File: src/rtl/adpll_hop_seq.sv
// Channel-hop / modulation sequencer for adpll_ctr: walks an FCW table, waits for lock
// with a timeout, dwells per channel in RX or TX, and emits PRBS9 symbols while in TX.
module adpll_hop_seq #(
  parameter int N_CH    = 4,
  parameter int FCW_W   = 26,
  parameter int DWELL_W = 16,
  parameter int SYM_DIV = 32,
  parameter int LOCK_TO = 4096,
  parameter int AW      = (N_CH > 1) ? $clog2(N_CH) : 1
) (
  input  logic               clk,
  input  logic               rst,
  input  logic               en,
  input  logic               start,
  input  logic               loop,
  input  logic               tx_en,
  input  logic [DWELL_W-1:0] dwell,
  input  logic               ch_we,
  input  logic [AW-1:0]      ch_addr,
  input  logic [FCW_W-1:0]   ch_fcw,
  input  logic               channel_lock,
  output logic [FCW_W-1:0]   FCW,
  output logic [1:0]         adpll_mode,
  output logic               data_mod,
  output logic [AW-1:0]      hop_idx,
  output logic               busy,
  output logic               lock_err
);
  localparam int TW = (LOCK_TO > 1) ? $clog2(LOCK_TO) : 1;
  localparam int SW = $clog2(SYM_DIV);
  localparam logic [TW-1:0] TO_LAST  = TW'(LOCK_TO - 1);
  localparam logic [SW-1:0] SYM_LAST = SW'(SYM_DIV - 1);
  localparam logic [AW-1:0] IDX_LAST = AW'(N_CH - 1);
  localparam logic [1:0] M_PD = 2'd0, M_RX = 2'd2, M_TX = 2'd3;

  typedef enum logic [2:0] {S_IDLE, S_TUNE, S_WAIT, S_DWELL, S_NEXT} state_t;
  state_t state, state_nx;

  logic [N_CH-1:0][FCW_W-1:0] tbl;
  logic [TW-1:0]      to_cnt;
  logic [DWELL_W-1:0] dw_cnt, dw_last;
  logic [SW-1:0]      sym_cnt;
  logic               tx_mode;
  logic [8:0]         lfsr;
  logic               last_ch;

  assign busy    = (state != S_IDLE);
  assign last_ch = (hop_idx == IDX_LAST);

  always_comb begin
    state_nx = state;
    case (state)
      S_IDLE:  if (start) state_nx = S_TUNE;
      S_TUNE:  state_nx = S_WAIT;
      // lock is checked before the timeout so a simultaneous lock still wins
      S_WAIT:  if (channel_lock) state_nx = S_DWELL;
               else if (to_cnt == TO_LAST) state_nx = S_NEXT;
      S_DWELL: if (!channel_lock || dw_cnt == dw_last) state_nx = S_NEXT;
      S_NEXT:  state_nx = (last_ch && !loop) ? S_IDLE : S_TUNE;
      default: state_nx = S_IDLE;
    endcase
    if (!en) state_nx = S_IDLE;
  end

  always_ff @(posedge clk) begin
    if (rst) begin
      state      <= S_IDLE;
      tbl        <= '0;
      to_cnt     <= '0;
      dw_cnt     <= '0;
      dw_last    <= '0;
      sym_cnt    <= '0;
      tx_mode    <= 1'b0;
      lfsr       <= 9'h1FF;
      FCW        <= '0;
      adpll_mode <= M_PD;
      data_mod   <= 1'b0;
      hop_idx    <= '0;
      lock_err   <= 1'b0;
    end else begin
      state <= state_nx;
      if (ch_we && state == S_IDLE) tbl[ch_addr] <= ch_fcw;
      if (!en) begin
        adpll_mode <= M_PD;
        data_mod   <= 1'b0;
      end else begin
        case (state)
          S_IDLE: begin
            adpll_mode <= M_PD;
            data_mod   <= 1'b0;
            if (start) begin
              hop_idx  <= '0;
              lock_err <= 1'b0;
              lfsr     <= 9'h1FF;
            end
          end
          S_TUNE: begin
            FCW        <= tbl[hop_idx];
            adpll_mode <= M_RX;
            to_cnt     <= '0;
          end
          S_WAIT: begin
            if (channel_lock) begin
              // dwell length and direction are frozen for the whole hop
              adpll_mode <= tx_en ? M_TX : M_RX;
              tx_mode    <= tx_en;
              dw_last    <= (dwell == '0) ? '0 : dwell - 1'b1;
              dw_cnt     <= '0;
              sym_cnt    <= '0;
            end else begin
              to_cnt <= to_cnt + 1'b1;
              if (to_cnt == TO_LAST) lock_err <= 1'b1;
            end
          end
          S_DWELL: begin
            dw_cnt <= dw_cnt + 1'b1;
            if (!channel_lock) begin
              lock_err <= 1'b1;
              data_mod <= 1'b0;
            end else if (tx_mode) begin
              if (sym_cnt == SYM_LAST) begin
                data_mod <= lfsr[8];
                lfsr     <= {lfsr[7:0], lfsr[8] ^ lfsr[4]};
                sym_cnt  <= '0;
              end else begin
                sym_cnt <= sym_cnt + 1'b1;
              end
            end else begin
              data_mod <= 1'b0;
            end
          end
          S_NEXT: begin
            data_mod <= 1'b0;
            if (last_ch) begin
              adpll_mode <= loop ? M_RX : M_PD;
              if (loop) hop_idx <= '0;
            end else begin
              adpll_mode <= M_RX;
              hop_idx    <= hop_idx + 1'b1;
            end
          end
          default: ;
        endcase
      end
    end
  end
endmodule

File: config.mk
export PLATFORM = sky130hd
export DESIGN_NAME = adpll_hop_seq
export DESIGN_NICKNAME = d
export VERILOG_FILES = /design/src/rtl/adpll_hop_seq.sv
export SDC_FILE = /design/constraint.sdc
export NUM_CORES = 1
export LEC_CHECK = 0
export CORE_MARGIN = 1
export CORE_UTILIZATION = 51
export DETAILED_ROUTE_END_ITERATION = 10
export GPL_ROUTABILITY_DRIVEN = 0
export PLACE_DENSITY = 0.74
export SYNTH_ARGS = -nofsm -noshare
export SYNTH_HDL_FRONTEND = slang
export SYNTH_SLANG_ARGS = --single-unit
File: constraint.sdc
create_clock -name clk -period 2.9 [get_ports clk]
set_clock_uncertainty 0.15 [all_clocks]
set_input_delay 0.725 -clock clk [delete_from_list [all_inputs] [get_ports clk]]
set_output_delay 0.725 -clock clk [all_outputs]
set_load 0.1 [all_outputs]
# After elaboration in Yosys (flattened, before gate mapping)
# Cells that the tools add are included.
[word_totals]
ff_bits = 198
in_bits = 52
output_inout_bits = 33
elab_cells = 119
[op_classes]
addsub = 5
magnitude_cmp = 3
eq_ne = 20
n_mux = 44
bitwise_logic = 2
n_reduce_logical = 29
[ops]
columns = ["op", "n"]
rows = [
  ["$bwmux 104", 1],
  ["$bmux 26 s2", 1],
  ["$demux 26 s2", 1],
  ["$mux 26", 2],
  ["$mux 9", 4],
  ["$mux 16", 2],
  ["$pmux 16 s2", 1],
  ["$pmux 12 s2", 1],
  ["$mux 5", 4],
  ["$ne 2x2->1 const B", 9],
  ["$pmux 9 s2", 1],
  ["$add 16x1->16 const B", 1],
  ["$eq 16x16->1", 1],
  ["$logic_not 16->1", 1],
  ["$sub 16x1->16 const B", 1],
  ["$pmux 3 s5", 1],
  ["$add 12x1->12 const B", 1],
  ["$eq 12x12->1 const B", 1],
  ["$mux 12", 1],
  ["$mux 2", 6],
  ["$mux 3", 4],
  ["$reduce_and 3->1", 4],
  ["$reduce_and 6->1", 2],
  ["$pmux 5 s2", 1],
  ["other kinds (29)", 51],
]

# Logic depth before layout (Yosys ltp)
[depth]
depth_word = 5
mapped_depth = 8
ltp_nobuf = 7

# Worst setup path after synthesis
# Ideal clock, no wire load.
[synth_timing]
kind = "flip-flop to flip-flop"
start = "register hop_idx[0]"
end = "register FCW[0]"
setup_time_ns = 0.132
t_arrival_ns = 2.336
t_required_ns = 2.618
path_slack_ns = 0.282
stages_incl_launch_ff = 6
synth_period_minus_slack_ns = 2.618
path_cell_list = "dfxtp_1 > buf_2 > buf_2 > mux4_2 > nand2_1 > a21oi_1"
[synth_via]
elab_chain_cells = 2
[synth_rtl]
columns = ["element", "line", "rtl"]
rows = [
  ["from (decl)", "25", "output logic [AW-1:0] hop_idx,"],
  ["from (signal assigned)", "139", "hop_idx <= hop_idx + 1'b1;"],
  ["$bmux 26 s2", "98", "FCW <= tbl[hop_idx];"],
  ["$mux 26 (not written as such)", "98", ""],
  ["to (signal assigned)", "98", ""],
  ["to (decl)", "22", "output logic [FCW_W-1:0] FCW,"],
]
# Every way passes these cells. The select of a mux whose other input is x is not followed.
# A chain may end at the register's enable or synchronous reset.

# Worst setup path in the final report
[layout_timing]
start = "register state[1]"
end = "output port busy"
[layout_via]
elab_chain_cells = 1
[layout_rtl]
columns = ["element", "line", "rtl"]
rows = [
  ["from (decl)", "37", "state_t state, state_nx;"],
  ["from (signal assigned)", "81", "state <= state_nx;"],
  ["$reduce_bool 3->1", "47", "assign busy = (state != S_IDLE);"],
  ["to (decl)", "26", "output logic busy,"],
]
# Every way passes these cells.

==> impl_metrics.tcl <==
set metrics [dict create \
    overflow 0 \
    netlist.top_cell.by_area "dfxtp_1" \
    ys_types 54 \
    timing.rr.start "state[1]$_SDFFE_PP0P_" \
    worst_ep_required_time_ns 2.03 \
    path_cells "nor3_2 -> inv_1 -> buf_12" \
    cts_tree "yes" \
    coreArea_um2 16100 \
    hp-class "reg -> reg" \
    ys_seq_elements 198 \
    nets 1141 \
    setup.worst_path.start "state[1]$_SDFFE_PP0P_" \
    synth-edff-count 0 \
    drive_above_1_share 0.121 \
    yosys.area.top_type_share 0.467 \
    antenna_found_initial 0 \
    path_class "reg -> out" \
    ant_nets 0 \
    hold_viol_final 0 \
    slew-limit-headroom 0.313 \
    synth.most_common_cell "nand2_1" \
    r2r_end "tbl[26]$_SDFFE_PP0P_" \
    cts_resized 0 \
    grt_usage 0.248 \
    cts_setup_buffers 0 \
    synth_ff_type "dfxtp_1" \
    worst_slew_pin_slew_ns 1.03 \
    p_leak_nw 3.69 \
    fill_cells 1365 \
    end_kind "output pin" \
    power.total_w 0.00575 \
    synthTopCellsByArea "dfxtp_1 47%, nand2_1 14%, a21oi_1 8.5%" \
    grt_pass1_vias 6825 \
    rr_worst_depth 6 \
    rows 46 \
    power_density_nw_per_um2 566 \
    async_flop_share 0 \
    whs_ns 0.306 \
    cts_hold_buffers 0 \
    grt_max_degree 108 \
    h-tree-depth 4 \
    grt_pass1_wl_um 32700 \
    fmax_ghz 0.360 \
    drc 0 \
    clk_latency_ns 0.45 \
    die_h_um 131 \
    die_x_um 131 \
    die_area_um2 17200 \
    clk_pin_slew_ns 0.07 \
    crit_end "busy" \
    rsz0062_at_grt "no" \
    setup_viol 0 \
    synth_top_cells_by_count "306 x nand2_1, 198 x dfxtp_1, 144 x a21oi_1" \
    cts_num_sinks 198 \
    avgSynthCellArea_um2 8.36 \
    arrival_ns 1.90 \
    critPathMaxFanout 22 \
    peakVddDrop_v 0.000445 \
    status "complete, no violations" \
    first_iter_violations 660 \
    clock_path_buffers 2 \
    final.min_clock_period_ns 2.78 \
    dr.pass1.iters 7 \
    vias 7156 \
    cts_root_buf "clkbuf_16" \
    synth_area_um2 8490 \
    cts_made_buffers 17 \
    initial_core_util 0.529 \
    io_buffers 84 \
    setup-tns-final_ns 0 \
    hpwl_um 12700 \
    reg2reg_slack_ns 0.52 \
    netlist_instances 1016 \
    period_share 0.957 \
    max_stage_delay_ns 0.54 \
    wl_per_cell_um 15.5 \
    n_antenna_cell 0 \
    ios 85 \
    critPathSlowestCell "dfxtp_1" \
    synthesis.nets 1074 \
    ys_seq_area_frac 0.467 \
    cp-start-kind "flop" \
    maxCapViolCount 0 \
    yosys_warnings 0 \
    viasPerCell 5.45 \
    slew_violations 0 \
    drt_wl_total_um 20400 \
    synthToLayoutAreaGrowth_pct 19.6 \
]
[registers in the layout (all words and copies together) (netlist names)]
register    cells
FCW            26
dw_last        16
state           3
lfsr            9
to_cnt         12
dw_cnt         16
tx_mode         1
data_mod        1
hop_idx         2
sym_cnt         5
adpll_mode      2
tbl           104
lock_err        1
[worst min-delay path by stage]
stage | endpoint | cells after the start | start | slack, ns
after floorplan | tbl[52]$_SDFFE_PP0P_ | 2 | tbl[52]$_SDFFE_PP0P_ | 0.28
after global placement | tbl[59]$_SDFFE_PP0P_ | 2 | tbl[59]$_SDFFE_PP0P_ | 0.29
after detailed placement | tbl[66]$_SDFFE_PP0P_ | 2 | tbl[66]$_SDFFE_PP0P_ | 0.29
after CTS | tbl[66]$_SDFFE_PP0P_ | 2 | tbl[66]$_SDFFE_PP0P_ | 0.30
after global routing | FCW[1]$_SDFFE_PP0P_ | 2 | FCW[1]$_SDFFE_PP0P_ | 0.32
final | tbl[30]$_SDFFE_PP0P_ | 2 | tbl[30]$_SDFFE_PP0P_ | 0.31
[worst max-delay path: cells and delay by family, from the launching register on]
kind / cells / cell delay, ns
flip-flops: 1 / 0.54
AND/OR/NAND/NOR: 1 / 0.52
buffers and inverters: 2 / 0.39
[final cells by class]
| cell class | instances | area [µm²] | share of cell area |
|---|---|---|---|
| Tap cell | 216 | 270 | 0.0266 |
| Timing Repair Buffer | 110 | 1010 | 0.0997 |
| Inverter | 7 | 26.3 | 0.00259 |
| Sequential cell | 198 | 3970 | 0.390 |
| Multi-Input combinational cell | 749 | 4250 | 0.418 |
| Clock inverter | 15 | 209 | 0.0206 |
| Clock buffer | 17 | 425 | 0.0419 |
[cells by family (layout without fill, tap and decap cells)]
family / count (synthesis) / in the layout / share of synthesized area
simple gates: 470 / 470 / 0.242
compound gates: 190 / 190 / 0.120
mux: 29 / 29 / 0.0725
buf+inv: 69 / 149 / 0.0343
xor+xnor: 54 / 54 / 0.0557
flops: 198 / 198 / 0.467
fa+ha+maj: 6 / 6 / 0.00884
[power by group]
group | leakage (nW) | switching [W] | internal, W
clock network | 0.305 | 0.00113 | 0.00140
registers | 1.60 | 0.0000299 | 0.00277
logic | 1.79 | 0.000252 | 0.000167
[layout by cell type, fill, tap and decap left out, types with 20 or more instances in the layout]
| cell type | count |
|---|---|
| xor2_1 | 38 |
| o21ai_0 | 21 |
| buf_4 | 55 |
| mux4_2 | 26 |
| nand2_1 | 306 |
| clkdlybuf4s50_1 | 50 |
| a21oi_1 | 144 |
| dfxtp_1 | 197 |
| nor3_1 | 20 |
| nor2_1 | 59 |
[routing by layer]
layer | global-route usage | wire [µm] | share of wire | vias up
met5 | 0 | 0 | 0 | -
met4 | 0.0879 | 342 | 0.017 | 0
met3 | 0.0501 | 909 | 0.045 | 30
met2 | 0.434 | 10300 | 0.50 | 178
met1 | 0.302 | 8850 | 0.43 | 3387
li1 | - | - | - | 3561
[per-stage QoR]
| stage | worst slack (ns) | cell area, µm² | util | cells |
|---|---|---|---|---|
| 2_1_floorplan | 0.282 | 8490 | - | 1016 |
| 3_3_place_gp | 0.0806 | 9530 | 0.593 | 1280 |
| 3_5_place_dp | 0.0406 | 9530 | 0.593 | 1280 |
| 4_1_cts | 0.123 | 10200 | 0.633 | 1312 |
| 5_1_grt | 0.0382 | 10200 | 0.633 | 1312 |
| 6_report | 0.124 | 10200 | 0.633 | 1312 |
(Power assumes the default switching activity.)
